$ cat src/rtl/mem_arbiter.sv
// Two-master round-robin arbiter with bounded burst lock in front of the data-memory port.
// Optional grant/conflict statistics counters are enabled by defining MEM_ARBITER_STATS_EN.
module mem_arbiter #(
    parameter int RD_LATENCY = 1,
    parameter int LOCK_MAX   = 8
) (
    input  logic        i_clk,
    input  logic        i_rst_n,

    input  logic        i_m0_req,
    input  logic [29:0] i_m0_addr,
    input  logic [31:0] i_m0_data,
    input  logic        i_m0_wren,
    input  logic [3:0]  i_m0_mask,
    input  logic        i_m0_lock,
    output logic        o_m0_gnt,
    output logic        o_m0_rvalid,
    output logic [31:0] o_m0_rdata,

    input  logic        i_m1_req,
    input  logic [29:0] i_m1_addr,
    input  logic [31:0] i_m1_data,
    input  logic        i_m1_wren,
    input  logic [3:0]  i_m1_mask,
    input  logic        i_m1_lock,
    output logic        o_m1_gnt,
    output logic        o_m1_rvalid,
    output logic [31:0] o_m1_rdata,

    output logic [29:0] o_mem_addr,
    output logic [31:0] o_mem_data,
    output logic        o_mem_wren,
    output logic [3:0]  o_mem_mask,
    output logic        o_mem_valid,
`ifdef MEM_ARBITER_STATS_EN
    output logic [15:0] o_m0_gnt_cnt,
    output logic [15:0] o_m1_gnt_cnt,
    output logic [15:0] o_conflict_cnt,
`endif
    input  logic [31:0] i_mem_rdata
);

    localparam logic [7:0] LOCK_LIMIT = 8'(LOCK_MAX);

    // Handshake: a master raises req with stable addr/data/wren/mask/lock and holds them
    // until gnt; the transfer happens on the rising edge where req & gnt are both high.

    logic       last_owner;   // 0 = M0, 1 = M1
    logic       last_lock;
    logic [7:0] lock_cnt;
    logic       lock_active;
    logic       both_req;
    logic       gnt0;
    logic       gnt1;
    logic       xfer;
    logic       sel_lock;
    logic       other_req;
    logic       rd_accept;

    logic [RD_LATENCY-1:0] tag_vld;
    logic [RD_LATENCY-1:0] tag_id;

    assign both_req    = i_m0_req & i_m1_req;
    assign lock_active = last_lock && (lock_cnt < LOCK_LIMIT);

    always_comb begin
        gnt0 = 1'b0;
        gnt1 = 1'b0;
        if (i_rst_n) begin
            if (both_req) begin
                // Lock keeps the previous owner; otherwise the other master takes its turn.
                if (lock_active) begin
                    gnt0 = ~last_owner;
                    gnt1 = last_owner;
                end else begin
                    gnt0 = last_owner;
                    gnt1 = ~last_owner;
                end
            end else begin
                gnt0 = i_m0_req;
                gnt1 = i_m1_req;
            end
        end
    end

    assign o_m0_gnt    = gnt0;
    assign o_m1_gnt    = gnt1;
    assign xfer        = gnt0 | gnt1;
    assign o_mem_valid = xfer;

    always_comb begin
        o_mem_addr = '0;
        o_mem_data = '0;
        o_mem_mask = '0;
        o_mem_wren = 1'b0;
        sel_lock   = 1'b0;
        other_req  = 1'b0;
        if (gnt0) begin
            o_mem_addr = i_m0_addr;
            o_mem_data = i_m0_data;
            o_mem_mask = i_m0_mask;
            o_mem_wren = i_m0_wren;
            sel_lock   = i_m0_lock;
            other_req  = i_m1_req;
        end else if (gnt1) begin
            o_mem_addr = i_m1_addr;
            o_mem_data = i_m1_data;
            o_mem_mask = i_m1_mask;
            o_mem_wren = i_m1_wren;
            sel_lock   = i_m1_lock;
            other_req  = i_m0_req;
        end
    end

    assign rd_accept = xfer & ~o_mem_wren;

    always_ff @(posedge i_clk or negedge i_rst_n) begin
        if (!i_rst_n) begin
            last_owner <= 1'b1;
            last_lock  <= 1'b0;
            lock_cnt   <= '0;
        end else if (xfer) begin
            last_owner <= gnt1;
            last_lock  <= sel_lock;
            // Count only locked back-to-back grants that actually make the other master wait.
            if ((gnt1 != last_owner) || !sel_lock) begin
                lock_cnt <= '0;
            end else if (other_req && (lock_cnt != LOCK_LIMIT)) begin
                lock_cnt <= lock_cnt + 8'd1;
            end
        end
    end

    always_ff @(posedge i_clk or negedge i_rst_n) begin
        if (!i_rst_n) begin
            tag_vld <= '0;
            tag_id  <= '0;
        end else begin
            tag_vld[0] <= rd_accept;
            tag_id[0]  <= gnt1;
            for (int i = 1; i < RD_LATENCY; i++) begin
                tag_vld[i] <= tag_vld[i-1];
                tag_id[i]  <= tag_id[i-1];
            end
        end
    end

    assign o_m0_rvalid = tag_vld[RD_LATENCY-1] & ~tag_id[RD_LATENCY-1];
    assign o_m1_rvalid = tag_vld[RD_LATENCY-1] &  tag_id[RD_LATENCY-1];
    assign o_m0_rdata  = i_mem_rdata;
    assign o_m1_rdata  = i_mem_rdata;

`ifdef MEM_ARBITER_STATS_EN
    always_ff @(posedge i_clk or negedge i_rst_n) begin
        if (!i_rst_n) begin
            o_m0_gnt_cnt   <= '0;
            o_m1_gnt_cnt   <= '0;
            o_conflict_cnt <= '0;
        end else begin
            if (gnt0 && (o_m0_gnt_cnt != 16'hFFFF)) o_m0_gnt_cnt <= o_m0_gnt_cnt + 16'd1;
            if (gnt1 && (o_m1_gnt_cnt != 16'hFFFF)) o_m1_gnt_cnt <= o_m1_gnt_cnt + 16'd1;
            if (both_req && (o_conflict_cnt != 16'hFFFF)) o_conflict_cnt <= o_conflict_cnt + 16'd1;
        end
    end
`endif

endmodule

$ cat config.mk
export PLATFORM = sky130hd
export DESIGN_NAME = mem_arbiter
export DESIGN_NICKNAME = d
export VERILOG_FILES = /design/src/rtl/mem_arbiter.sv
export SDC_FILE = /design/constraint.sdc
export NUM_CORES = 1
export LEC_CHECK = 0
export CELL_PAD_IN_SITES_DETAIL_PLACEMENT = 0
export CELL_PAD_IN_SITES_GLOBAL_PLACEMENT = 2
export CORE_ASPECT_RATIO = 1.4
export CORE_MARGIN = 4
export CORE_UTILIZATION = 10
export CTS_CLUSTER_DIAMETER = 120
export CTS_CLUSTER_SIZE = 10
export DETAILED_ROUTE_END_ITERATION = 10
export PLACE_DENSITY = 0.95
export SLEW_MARGIN = 40
export SYNTH_ARGS = -nofsm -noshare
export SYNTH_HDL_FRONTEND = slang
export SYNTH_SLANG_ARGS = --single-unit
$ cat constraint.sdc
create_clock -name i_clk -period 3.8 [get_ports i_clk]
set_input_delay 0.38 -clock i_clk [delete_from_list [all_inputs] [get_ports i_clk]]
set_output_delay 0.38 -clock i_clk [all_outputs]
set_load 0.02 [all_outputs]
---- Yosys cells after proc, flatten, opt, wreduce, memory -nomap -nowiden ----
Index checks and enable logic that the tools add are counted.
word-level totals
  bits in registers ....................... 12
  output and inout bits ................... 136
  logic and storage cells ................. 43
  input bits .............................. 172
cells by class
  mux-type cells .......................... 20
  add/sub/neg operators ................... 1
  eq/ne operators ......................... 2
  bitwise gates (word level) .............. 8
  order comparisons ....................... 1
  reductions and logical operators ........ 6
operator list
  cell                 count
  $mux 32              2
  $mux 30              2
  $mux 8               2
  $mux 1               12
  $add 8x1->8 const B  1
  $lt 8x4->1 const B   1
  $mux 4               2
  $ne 8x4->1 const B   1
  $and 1x1->1          4
  $not 1->1            3
  $logic_and 1x1->1    2
  $reduce_and 2->1     1
  $reduce_bool 2->1    1
  $logic_not 1->1      1
  $logic_or 1x1->1     1
  $ne 1x1->1           1
  $or 1x1->1           1

---- Depth between registers and ports, before layout ----
  word-level depth ........................ 11
  mapped depth ............................ 6
  depth with buffers taken out ............ 6

---- Worst setup path after synthesis ----
Ideal clock, no wire load.
  path type ............................... flip-flop to output port
  from .................................... register lock_cnt[6]
  to ...................................... output o_mem_addr[21]
  setup slack ............................. 1335 ps
  cell stages (with the launch flop) ...... 6
  required time ........................... 3420 ps
  arrival ................................. 2085 ps
  path buffers ............................ 1
  path through ............................ dfrtp_1 > or4_4 > mux2i_1 > nor2_1 > clkbuf_1 > a22o_1
between the ends
  elaborated cells between the ends (all ways) .. 10
  those cells by class .................... 1 x order compare; 8 x mux; 1 x reduce/logical
RTL lines
  item                    line  text
  start, declared         50    logic [7:0] lock_cnt;
  start signal, assigned  129   lock_cnt <= lock_cnt + 8'd1;
  $lt 8x4->1              64    assign lock_active = last_lock && (lock_cnt < LOCK_LIMIT);
  $logic_and 1x1->1       64
  $mux 1                  72    if (lock_active) begin
  $mux 1                  70    if (both_req) begin
  $mux 1                  69    if (i_rst_n) begin
  named net o_m0_gnt      16    output logic o_m0_gnt,
  $mux 30                 98    if (gnt0) begin
  end, declared           30    output logic [29:0] o_mem_addr,
The timed path passes the listed nets, and every way through them passes these cells.

---- Worst setup path in the final report ----
  from .................................... input i_m0_req
  to ...................................... output o_mem_addr[25]
between the ends
  longest elaborated chain between the ends .. 5
  elaborated cells between the ends (all ways) .. 7
  those cells by class .................... 6 x mux; 1 x bitwise
RTL lines
  item             line  text
  start, declared  10    input logic i_m0_req,
  $and 1x1->1      63    assign both_req = i_m0_req & i_m1_req;
  $mux 1           70
  $mux 1           69
  $mux 30          105   end else if (gnt1) begin
  $mux 30 (*)      98
Mark *: on every way between the ends. The rest lies on a longest branch, timed or not.

==> summary by stage <==
Floorplanning
The floorplan has 58 rows. The die covers 20,400 µm². The die is 167 µm tall. The initial core utilization is 10.1%. The I/O pin total is between 300 and 400. The total area inside the core boundary comes to between 15,000 and 20,000 µm². From left edge to right edge, the die measures 122 µm.

Clock tree
The number of setup buffers added after CTS is 0. The clock passes through at most 2 buffers. In this run, CTS created clock tree buffers numbering 3. The clock latency on the worst-skew pair is approximately 0.25 ns.

TritonCTS built the clock tree. CTS placed an instance of clkbuf_16 at the clock tree root. The count of instances resized after the clock tree is built is 0. The clock slew at the register clock pins of the worst setup and hold paths is approximately 0.040 ns. CTS saw 12 sinks. The maximum level of the CTS H-tree is 1. The hold-fix buffer count after cts is 0.

Min path
The worst hold path class is in -> async.

Finish
The cell area after layout is 3960 µm². Compared with the post-synthesis result, the final layout area differs by 118%. The count of non-filler cells in the finished layout is 597. The post-layout net count is around 530. The number of antenna diodes is 0. The multi-input combinational cells in the finished layout cover a total of 952 µm².

The fraction of layout cells with a size suffix above 1 is 7.56%. The sequential cells in the finished layout cover a total of 302 µm². The number of fill cells is 1,961.

Routing
Summed over all layers, the routed wires come to 11,300 µm. The count of TritonRoute iterations in the first routing pass is 4. The routed wirelength normalized by instance count is about 19 µm. Summing over every cut layer, the via total after detailed routing is 2,234. The count of nets left with antenna violations once routing finished came out at 0.

In this run, the number of DRC markers left after iteration 0 of detailed routing was 120. Dividing the detail-routed via count by the number of cells gives 3.74. The total DRC errors in the routed layout is 0.

Pwr
For this design the ratio of total power to cell area is ~260 nW/µm². The worst-case vdd ir drop is 0.142 mV. The analysis attributes to cell leakage a power of 1.49 nW.

Worst setup path
The critical path arrival is 2.90 ns. The cell with the most instances on the worst path is clkdlybuf4s50_1. The critical register-to-register path startpoint is lock_cnt[6]$_DFFE_PN0P_. The endpoint class of the critical path is an output port. The number of cells on the worst reg-to-reg path is 5. Of all nets on the critical path, the largest fanout is 70. The capture instance of the worst register-to-register path is lock_cnt[7]$_DFFE_PN0P_. The kind of start point of the critical path is an input port. The required time reported for the critical path endpoint is about 3.4 ns. Among all stages on the critical path, the largest delay is contributed by clkdlybuf4s50_1. The critical path goes through clkdlybuf4s50_1, or4bb_1, mux2i_1, nor2_4, buf_12, a22o_1, clkdlybuf4s50_1.

Setup slack on the worst reg-to-reg path comes out at roughly 1.6 ns. The type of the worst setup path is in -> out. The maximum cell stage delay along the critical path is approximately 0.60 ns.

STA
Setup violations remaining at the end of the flow were counted as 0. The final period utilization is between 80% and 90%. The worst hold slack after final layout is 0.540 ns. The final hold violation count is 0. The clock skew after layout is 0.00372 ns. Setup repair after global routing left no endpoint under its margin.

The clock period minus final worst setup slack is ~3.3 ns. The count of final max-slew check failures is 0. Measured against its own limit, the worst slew margin works out to 62.3%.

Adding up every negative setup slack in the final design gives 0 ns. The maximum frequency from static timing analysis is a little over 0.3 GHz. For the pin with the worst max-slew slack, the measured transition is 0.565 ns.

The worst-case setup margin in the final layout is 0.523 ns.

Placed design
Timing analysis after detailed placement gives a worst setup slack of 0.565 ns. Once placement finished, the instance area stood at between 3000 and 4000 µm². Once detailed placement completed, the half-perimeter wirelength came to roughly 9700 µm. The global placement routability congestion is approximately 0.8. After detailed placement, the design holds a cell count of 593. The count of buffers added on input and output ports is 211.

Run
Max-cap violations in this run came to 0.

Synthesis
The most common cell in the synthesized netlist is a22o_1. The share of the synthesized area in the top cell type is between 30% and 40%. Ranked by total cell area, the synthesized netlist is headed by a22o_1, buf_4, dfrtp_1, clkbuf_1, inv_1. The post-synthesis instance total is 216. The count of flip-flops with a built-in enable after synthesis is 0. The largest total area in the synthesized netlist belongs to a22o_1.

The count of synthesis-stage warnings from yosys is 0. By count the netlist is led by a22o_1, buf_4, dfrtp_1. The count of different cell masters after synthesis is 35. The synthesized net count is 390. After synthesis, flip-flops and latches occupy 16.6% of the total area. The most used flip-flop cell after synthesis is dfrtp_1.

In this run the mean area of a mapped cell was approximately 8.4 µm². Counting flops and latches in the post-synthesis netlist gives 12. The post-synthesis async set-or-reset flop share is between 90% and 100%. The cell area after technology mapping is between 1500 and 2000 µm².

Global routing
The number of antenna violations at the first check in global routing is 0. The first global-routing pass estimated 15,600 µm of wire. The total overflow left after global routing is 0. The maximum number of pins on one net before global-route repair is 71. The via count of the first global-routing pass is about 2,300. Global routing consumed, over all layers together, 10.4% of the routing resources.

Status
The flow ran to the end, and the final reports show no timing, DRC or antenna violations.
flip-flops by register name (all words and copies together) (netlist names):
signal	count
tag_vld	1
tag_id	1
last_owner	1
lock_cnt	8
last_lock	1
critical path, delay by kind of cell:
family / cells / cell delay [ns]
buffers and inverters: 3 / 1.33
AND/OR/NAND/NOR: 2 / 0.50
multiplexers: 1 / 0.31
AO/OA/AOI/OAI: 1 / 0.28
layer usage:
layer	up-vias	track usage (%)	share of wire, %
met5	-	0	0
met4	0	4.29	3.8
met3	44	4.29	12
met2	140	16.5	46
met1	1009	12.2	38
li1	1041	-	-
report_power, final:
| part | total [mW] | internal (mW) | switching (mW) | leakage (nW) |
|---|---|---|---|---|
| Sequential | 0.151 | 0.141 | 0.0103 | 0.160 |
| Combinational | 0.660 | 0.361 | 0.299 | 1.28 |
| Clock | 0.220 | 0.159 | 0.0608 | 0.0442 |
| Total | 1.03 | 0.662 | 0.370 | 1.49 |
final cells by class:
cell class	instances	area share (%)
repair buffers	215	57.5
multi-input cells	116	24.1
flip-flops and latches	12	7.62
well taps	240	7.59
clock buffers	4	2.24
inverters	10	0.948
cells in the final DEF (no fill, tap or decap), drive strengths merged, types with 3 or more instances in the layout:
master / netlist / layout
a21boi: 4 / 4
a22o: 67 / 67
buf: 68 / 15
clkbuf: 10 / 4
clkdlybuf4s50: 0 / 200
dfrtp: 11 / 11
inv: 10 / 10
nand2: 3 / 3
nor2: 6 / 6
o211ai: 4 / 4
stage by stage:
step	power, mW	utilization (%)
floorplan	0.506	-
global placement	0.820	21.5
detailed placement	0.821	21.6
CTS	1.05	22.1
global route	1.08	22.1
finish	1.03	22.1
cells by family after synthesis:
kind of cell	Yosys count	share of synthesized area [%]
AND/OR/NAND/NOR	24	7.44
adder cells (fa/ha/maj)	2	1.38
AO/OA/AOI/OAI	88	41.1
buffers and inverters	88	32.4
multiplexers	2	1.10
flip-flops	12	16.6
worst max path at each step:
stage                           endpoint  cells past startpoint               startpoint
after floorplan           o_mem_addr[21]                      5  lock_cnt[6]$_DFFE_PN0P_
after global placement    o_mem_addr[25]                      7                 i_m0_req
after detailed placement  o_mem_addr[25]                      7                 i_m0_req
after CTS                 o_mem_addr[25]                      7                 i_m0_req
after global routing      o_mem_addr[25]                      7                 i_m0_req
final                     o_mem_addr[25]                      7                 i_m0_req
Note: power is estimated with default switching activity, not from simulation.
